===== src/rtl/signal_window_pkg.sv =====
// Shared types and constants for the tracker window record buffer.
package signal_window_pkg;

    // Native timestamp width of the upstream tracker counter.
    localparam int WIN_TS_W = 32;

    // Timestamp value the tracker reports before any window has completed.
    localparam int TS_NONE = -1;

    // Record layout at the native timestamp width; the FIFO stores this packing
    // (start in the top bits, duration below it, range flag in bit 0).
    typedef struct packed {
        logic signed [WIN_TS_W-1:0] start;
        logic        [WIN_TS_W-1:0] dur;
        logic                       in_range;
    } win_rec_t;

    // Occupancy-tracking control states of the record FIFO.
    typedef enum logic [1:0] {
        IDLE   = 2'd0,
        ACTIVE = 2'd1,
        FULL   = 2'd2
    } fifo_state_e;

    // Width of one packed record for a given timestamp width.
    function automatic int rec_width(input int ts_w);
        return 2 * ts_w + 1;
    endfunction

endpackage


===== src/rtl/signal_window_buffer_fifo.sv =====
// First-word-fall-through record FIFO with wrap-bit pointers and occupancy FSM.
module sync_rec_fifo
    import signal_window_pkg::*;
#(
    parameter int DEPTH = 8,
    parameter int W     = 65
) (
    input  logic                     clk_i,
    input  logic                     rst_n_i,
    input  logic                     wr_en_i,
    input  logic [W-1:0]             wr_data_i,
    input  logic                     rd_en_i,
    output logic [W-1:0]             rd_data_o,
    output logic                     valid_o,
    output logic                     full_o,
    output logic                     empty_o,
    output logic [$clog2(DEPTH):0]   level_o
);

    localparam int AW = $clog2(DEPTH);
    localparam logic [AW:0] PTR_ONE  = (AW+1)'(1);
    localparam logic [AW:0] LVL_FULL = (AW+1)'(DEPTH);

    logic [W-1:0] mem_q [DEPTH];
    logic [AW:0]  wr_ptr_q, wr_ptr_d;
    logic [AW:0]  rd_ptr_q, rd_ptr_d;
    logic [AW:0]  level_d;
    logic         push, pop;
    fifo_state_e  state_q, state_d;

    // Pointer comparison gives full/empty; push is allowed into a full FIFO only alongside a pop.
    always_comb begin
        empty_o  = (wr_ptr_q == rd_ptr_q);
        full_o   = (wr_ptr_q[AW] != rd_ptr_q[AW]) &&
                   (wr_ptr_q[AW-1:0] == rd_ptr_q[AW-1:0]);
        pop      = rd_en_i && !empty_o;
        push     = wr_en_i && (!full_o || pop);
        wr_ptr_d = push ? wr_ptr_q + PTR_ONE : wr_ptr_q;
        rd_ptr_d = pop  ? rd_ptr_q + PTR_ONE : rd_ptr_q;
        level_o  = wr_ptr_q - rd_ptr_q;
        level_d  = wr_ptr_d - rd_ptr_d;
    end

    // Next occupancy state follows the post-edge level so state and level never disagree.
    always_comb begin
        state_d = state_q;
        unique case (state_q)
            IDLE: begin
                if (push) state_d = ACTIVE;
            end
            ACTIVE: begin
                if (level_d == LVL_FULL)  state_d = FULL;
                else if (level_d == '0)   state_d = IDLE;
            end
            FULL: begin
                if (level_d != LVL_FULL)  state_d = ACTIVE;
            end
            default: state_d = IDLE;
        endcase
    end

    // Head entry falls through combinationally; zeros are shown while empty.
    always_comb begin
        valid_o   = (state_q != IDLE);
        rd_data_o = valid_o ? mem_q[rd_ptr_q[AW-1:0]] : '0;
    end

    // Pointer and state registers; reset discards every queued entry.
    always_ff @(posedge clk_i or negedge rst_n_i) begin
        if (!rst_n_i) begin
            wr_ptr_q <= '0;
            rd_ptr_q <= '0;
            state_q  <= IDLE;
        end else begin
            wr_ptr_q <= wr_ptr_d;
            rd_ptr_q <= rd_ptr_d;
            state_q  <= state_d;
        end
    end

    // Record storage; contents are only meaningful between the pointers, so no reset.
    always_ff @(posedge clk_i) begin
        if (push) begin
            mem_q[wr_ptr_q[AW-1:0]] <= wr_data_i;
        end
    end

endmodule


===== src/rtl/signal_window_buffer.sv =====
// Turns each newly completed tracker window into a queued {start, duration, range} record.
module signal_window_buffer
    import signal_window_pkg::*;
#(
    parameter int DEPTH = 8,
    parameter int TS_W  = WIN_TS_W,
    parameter int CNT_W = 16
) (
    input  logic                      clk,
    input  logic                      rst,
    input  logic signed [TS_W-1:0]    time_in [1:0],
    input  logic                      range_in,
    output logic                      rec_valid,
    input  logic                      rec_ready,
    output logic signed [TS_W-1:0]    rec_start,
    output logic        [TS_W-1:0]    rec_dur,
    output logic                      rec_in_range,
    output logic [$clog2(DEPTH):0]    level,
    output logic [CNT_W-1:0]          drop_ovf,
    output logic [CNT_W-1:0]          drop_bad,
    output logic [CNT_W-1:0]          accepted
);

    localparam int                     REC_W   = rec_width(TS_W);
    localparam logic signed [TS_W-1:0] NONE    = TS_W'(TS_NONE);
    localparam logic [CNT_W-1:0]       CNT_ONE = CNT_W'(1);

    // Counters stick at all-ones instead of wrapping.
    function automatic logic [CNT_W-1:0] sat_inc(input logic [CNT_W-1:0] v);
        return (&v) ? v : v + CNT_ONE;
    endfunction

    logic signed [TS_W-1:0] last_end_q, last_end_d;
    logic [CNT_W-1:0]       ovf_q, ovf_d, bad_q, bad_d, acc_q, acc_d;
    logic                   new_win, bad_win, rec_ok, push_ok, ovf_hit, pop_req;
    logic [TS_W-1:0]        dur_w;
    logic [REC_W-1:0]       wr_rec, rd_rec;
    logic                   fifo_full, fifo_empty;

    // Detect a fresh end timestamp, validate the window and decide push/drop.
    always_comb begin
        new_win    = (time_in[1] != last_end_q) && (time_in[1] != NONE);
        bad_win    = (time_in[1] < time_in[0]) || (time_in[0] == NONE);
        rec_ok     = new_win && !bad_win;
        pop_req    = rec_ready && !fifo_empty;
        push_ok    = rec_ok && (!fifo_full || pop_req);
        ovf_hit    = rec_ok && fifo_full && !pop_req;
        dur_w      = TS_W'(time_in[1] - time_in[0]);
        wr_rec     = {time_in[0], dur_w, range_in};
        last_end_d = new_win ? time_in[1] : last_end_q;
    end

    // Next values of the saturating statistics counters.
    always_comb begin
        ovf_d = ovf_q;
        bad_d = bad_q;
        acc_d = acc_q;
        if (new_win && bad_win) bad_d = sat_inc(bad_q);
        if (ovf_hit)            ovf_d = sat_inc(ovf_q);
        if (push_ok)            acc_d = sat_inc(acc_q);
    end

    // Last consumed end timestamp and counters; reset re-arms detection with "no window".
    always_ff @(posedge clk or negedge rst) begin
        if (!rst) begin
            last_end_q <= NONE;
            ovf_q      <= '0;
            bad_q      <= '0;
            acc_q      <= '0;
        end else begin
            last_end_q <= last_end_d;
            ovf_q      <= ovf_d;
            bad_q      <= bad_d;
            acc_q      <= acc_d;
        end
    end

    sync_rec_fifo #(
        .DEPTH (DEPTH),
        .W     (REC_W)
    ) u_fifo (
        .clk_i     (clk),
        .rst_n_i   (rst),
        .wr_en_i   (rec_ok),
        .wr_data_i (wr_rec),
        .rd_en_i   (rec_ready),
        .rd_data_o (rd_rec),
        .valid_o   (rec_valid),
        .full_o    (fifo_full),
        .empty_o   (fifo_empty),
        .level_o   (level)
    );

    // Unpack the head record and expose the counters.
    always_comb begin
        rec_start    = rd_rec[REC_W-1 -: TS_W];
        rec_dur      = rd_rec[TS_W:1];
        rec_in_range = rd_rec[0];
        drop_ovf     = ovf_q;
        drop_bad     = bad_q;
        accepted     = acc_q;
    end

endmodule


===== config.mk =====
export PLATFORM = sky130hd
export DESIGN_NAME = signal_window_buffer
export DESIGN_NICKNAME = d
export VERILOG_FILES = /design/src/rtl/signal_window_pkg.sv /design/src/rtl/signal_window_buffer_fifo.sv /design/src/rtl/signal_window_buffer.sv
export SDC_FILE = /design/constraint.sdc
export NUM_CORES = 1
export LEC_CHECK = 0
export CAP_MARGIN = 20
export CORE_ASPECT_RATIO = 0.6
export CORE_MARGIN = 2
export CORE_UTILIZATION = 48
export DETAILED_ROUTE_END_ITERATION = 8
export GPL_TIMING_DRIVEN = 0
export PLACE_DENSITY = 0.78
export SLEW_MARGIN = 25
export SYNTH_ARGS = -nofsm -noshare
export SYNTH_HDL_FRONTEND = slang
export SYNTH_SLANG_ARGS = --single-unit

===== constraint.sdc =====
create_clock -name clk -period 20.1 [get_ports clk]
set_input_delay 2.01 -clock clk [delete_from_list [all_inputs] [get_ports clk]]
set_output_delay 2.01 -clock clk [all_outputs]
set_load 0.005 [all_outputs]

# Word level (Yosys, flattened, before mapping)
# Memories as Yosys holds them, arrays and structs flattened.
# Index checks and enable logic that the tools add are counted.
# word_totals
ff_bits	90
ramBits	520
word_cells	67
in_bits	68
n_memories	1
# mem_list
memory	depth	width	read_ports	rd_clocked_by_memory_dff	wr	line	source
u_fifo.mem_q	8	65	1	0	1	signal_window_buffer_fifo.sv:24	logic [W-1:0] mem_q [DEPTH];
# op_classes
mux	10
n_addsub	8
n_bitwise	3
n_lt_le_gt_ge	1
eq_ne	13
n_reduce_logical	24
# op_table
op	n
$mux W65	1
$add A16 B1 Y16 const B	3
$reduce_and A16 Y1	3
$eq A32 B1 Y1 const B	1
$lt A32 B32 Y1	1
$ne A32 B1 Y1 const B	1
$ne A32 B32 Y1	1
$sub A32 B32 Y32	1
$add A4 B1 Y4 const B	2
$logic_and A1 B1 Y1	8
$mux W2	4
$mux W4	2
$sub A4 B4 Y4	2
$pmux W2 S3	1
$reduce_and A2 Y1	3
$eq A4 B4 Y1	1
$eq A4 B4 Y1 const B	1
$logic_not A1 Y1	4
$logic_not A4 Y1	1
$ne A4 B4 Y1 const B	1
$eq A3 B3 Y1	1
$ne A3 B1 Y1 const B	1
$not A1 Y1	3
$reduce_and A3 Y1	1
other kinds (9)	11

# Longest topological paths before layout
# logic_depth
word_depth	11
ltp_mapped	20
ltp_nobuf	19

# By module
# From an unflattened synthesis, not the netlist that was laid out.
# hier_totals
cells_unflattened	1589
area_unflattened_um2	26058.7
# modules_own_cells
mod	cells_each	area_per_inst_um2	n_inst	seq_area_each_um2
sync_rec_fifo	981	20355.8	1	15865.2
signal_window_buffer	608	5703.0	1	2042.0

# Worst setup path before layout
# OpenSTA, ideal clock, no wires.
# synth_path
kind	input to register
from	input time_in[26] (netlist bit)
to	memory u_fifo.mem_q[4][0], enable pin
path_buffers	1
stages	11
arrival_time_ps	8735
path_slack_ps	10783
cell_sequence	inv_1 ha_1 clkbuf_1 nand4_1 nor4_1 a22o_1 a21o_1 o31ai_2 nor2_1 nand2_1 nor3b_1
# synth_via
elab_chain_len	7
word_cells_on_any_way	8
cone_classes	order compare: 1; eq/ne: 1; mux: 2; reduce/logical: 4
# synth_lines
item	line	source
from (decl)	signal_window_buffer.sv:11	input logic signed [TS_W-1:0] time_in [1:0],
$lt A32 B32 Y1 or $eq A32 B1 Y1 (tied branches)	signal_window_buffer.sv:43	bad_win = (time_in[1] < time_in[0]) || (time_in[0] == NONE);
$logic_or A1 B1 Y1 *	signal_window_buffer.sv:43	
$logic_not A1 Y1 *	signal_window_buffer.sv:44	rec_ok = new_win && !bad_win;
$logic_and A1 B1 Y1 *	signal_window_buffer.sv:44	
$logic_and A1 B1 Y1 *	signal_window_buffer_fifo.sv:37	push = wr_en_i && (!full_o || pop);
$mux W1 *	signal_window_buffer_fifo.sv:83	if (push) begin
$mux W1 (not written as such) *	signal_window_buffer_fifo.sv:84	mem_q[wr_ptr_q[AW-1:0]] <= wr_data_i;
to (decl)	signal_window_buffer_fifo.sv:24	
# Every way passes the cells marked *; elsewhere a longest branch is shown, timed or not.

# Worst setup path in the final report
# layout_path
from	input time_in[0] (netlist bit)
to	memory u_fifo.mem_q[4][21], enable pin
# Same word-level chain as after synthesis.

==> results.md <==
* Fillers at 3860
* Worst hold path startpoint: last_end_q[0]$_DFFE_PN1P_
* Core Region at 0.0529 mm²
* Starting Density at 48.9%
* Setup-failing EPs final at 0
* Pin count of the biggest net entering global routing at 47
* Setup CP Type: in -> reg
* Post-CTS setup buffers at 0
* GRT overflow at 0
* Area of the multi-input gates at 0.00759 mm²
* Die X at 304 µm
* Slew Limit Fails at 0
* Flop2flop setup slack at 14110 ps
* Area of the die at 0.0559 mm²
* Crit share post-route at 34.4%
* Maxcap violations at 0
* Slew margin rel. at 30.2%
* Clock buffer depth at 3
* Clk sinks at 610
* Peak Freq at 0.145 GHz
* Avg WL per Cell at 24.7 µm
* Ys async rst share at 14.8%
* Final core utilization at 58.9%
* Chip height at 184 µm
* VDD IR max at 0.0000839 V
* RePlAce Congestion at 0.909
* Syn Nets at 1681
* Via Count at 15600
* Synthesis-to-finish area growth at 20.3%
* Worst setup EP type: flop
* Crit start category: input pin
* Syn Area/Cell at 16.5 µm²
* Post-synthesis cell count at 1568
* Number of synthesized flops with an enable pin at 520
* Slew @ Worst Pin at 1040 ps
* Power per cell area at 140 mW/mm²
* CP max FO at 10
* Register area at 0.0179 mm²
* DR iter-0 viols at 1940
* WHS Endpoint: last_end_q[0]$_DFFE_PN1P_
* IO Port Bufs at 185
* Clk slew on worst S/H paths at 60 ps
* DR vias/cell at 5.90
* Fin. Hold Viols at 0
* HP Class: reg -> reg
* CP required at 20410 ps
* R2r worst-path depth at 18
* Total iterations of the first detailed-routing run at 5
* RR Startpoint: u_fifo.rd_ptr_q[1]$_DFF_PN0_
* Vias in the first global route at 15700
* Crit path DAT at 7210 ps
* All-Layer GR Usage at 23.4%
* Yosys warning count at 0
* Clk_lat worst skew at 610 ps
* HPWL after DPL at 47.3 mm
* Most frequent cells in the layout: edfxtp_1, clkdlybuf4s50_1, nand2_1, mux4_2, a21oi_1
* Register area share after synthesis at 69.1%
* Rows at 65
* Crit path time final at 6910 ps
* Cell variety after synth at 55
* R2R Path End: u_fifo.mem_q[4][21]$_DFFE_PP_
* Status: finished, final reports clean
* Initial antenna violation count at 11
* Num CTS Buffers at 54
* Hold Buf Count CTS at 0
* Most used DFF post-synth: edfxtp_1
* ANT nets after route at 0
* Post-Syn Area at 0.0259 mm²
* Share of post-route cells with drive strength above 1 at 19.4%
* Num ports at 186
* Hold Path Cell Cnt at 2
* First-pass GRT wire length at 97.9 mm
* CTS tree: built
* Leak at 10.9 nW
* Worst clock skew at 19.9 ps
* Yosys reg bits at 610
* Fin Setup TNS at 0 ps
* Nets at 1994
* DRC viols at 0
* H-tree levels at 2
* Post-cts sizing count at 0
* WL final at 65.2 mm
* Root Driver: clkbuf_16
* Unrepaired setup endpoints after global routing: no
* Most common library cell in the layout ignoring fill and taps: edfxtp_1
-- power by group --
part	internal, mW	switching, mW	total (mW)
clock network	0.597	0.459	1.06
registers	1.64	0.0772	1.72
logic	0.739	0.835	1.57
-- synth_stat cells (27+ instances only) --
cell	n	area, µm²
a21oi_1	99	495
clkbuf_1	38	143
dfrtp_1	58	1450
dfstp_2	32	841
edfxtp_1	520	15600
ha_1	43	538
inv_1	57	214
mux2_2	33	372
mux4_2	130	2930
nand2_1	167	627
nand3_1	28	140
nand4_1	41	257
nor2_1	27	101
xnor2_1	57	499
xor2_1	56	490
-- per-layer routing --
layer / part of all wire (%) / global-route usage, % / vias up
met4: 2.4 / 6.93 / 0
met3: 8.5 / 4.08 / 106
met1: 43 / 34.0 / 8010
met2: 46 / 36.5 / 764
li1: - / - / 6707
met5: 0 / 0 / -
-- critical path: stages --
cell	delay [ps]
clkdlybuf4s50_1	700
ha_1	400
fa_1	400
nor2b_1	190
o31ai_2	120
a21oi_1	340
a21o_1	320
o31ai_2	220
nor2_1	520
nand2_1	350
nor3b_2	370
buf_4	250
buf_4	210
buf_4	220
buf_4	190
buf_4	170
buf_4	180
-- through the flow --
stage	instance area (µm²)	power, mW	worst slack, ps	cells	hold WS (ps)
after floorplan	25900	2.60	10780	1568	446
after global placement	28600	3.27	5110	2456	457
after detailed placement	29300	3.32	12640	2528	462
after CTS	31100	4.38	13260	2629	477
after global routing	31200	4.55	12900	2640	498
final	31200	4.35	13190	2641	479
-- logic make-up after synthesis --
family          share of synthesized area (%)
compound gates                           4.11
xor+xnor                                 3.82
fa+ha+maj                                2.23
buf+inv                                  1.78
flops                                    69.1
mux                                      12.7
simple gates                             6.23
-- flip-flops by register name (all words and copies together), names as in the netlist --
name,cells
drop_ovf,16
last_end_q,32
u_fifo.mem_q,520
u_fifo.rd_ptr_q,4
u_fifo.state_q,2
u_fifo.wr_ptr_q,4
drop_bad,16
accepted,16
-- cell type report --
class	count	area share, %
Clock inverter	30	1.05
Timing Repair Buffer	257	8.02
Antenna cell	12	0.0963
Sequential cell	610	57.4
Buffer	64	0.799
Tap cell	703	2.82
Clock buffer	71	4.74
Multi-Input combinational cell	837	24.3
Inverter	57	0.686
-- worst max path at each step --
stage          depth (start not counted)   startpoint  slack, ps                             to
2_1_floorplan                         11  time_in[26]      10780   u_fifo.mem_q[4][0]$_DFFE_PP_
3_3_place_gp                          11   time_in[0]       5110  u_fifo.mem_q[4][32]$_DFFE_PP_
3_5_place_dp                          17   time_in[0]      12640  u_fifo.mem_q[4][32]$_DFFE_PP_
4_1_cts                               17   time_in[0]      13260  u_fifo.mem_q[4][21]$_DFFE_PP_
5_1_grt                               17   time_in[0]      12900  u_fifo.mem_q[4][21]$_DFFE_PP_
6_report                              17   time_in[0]      13190  u_fifo.mem_q[4][21]$_DFFE_PP_
Power figures use the tool's default switching activity.
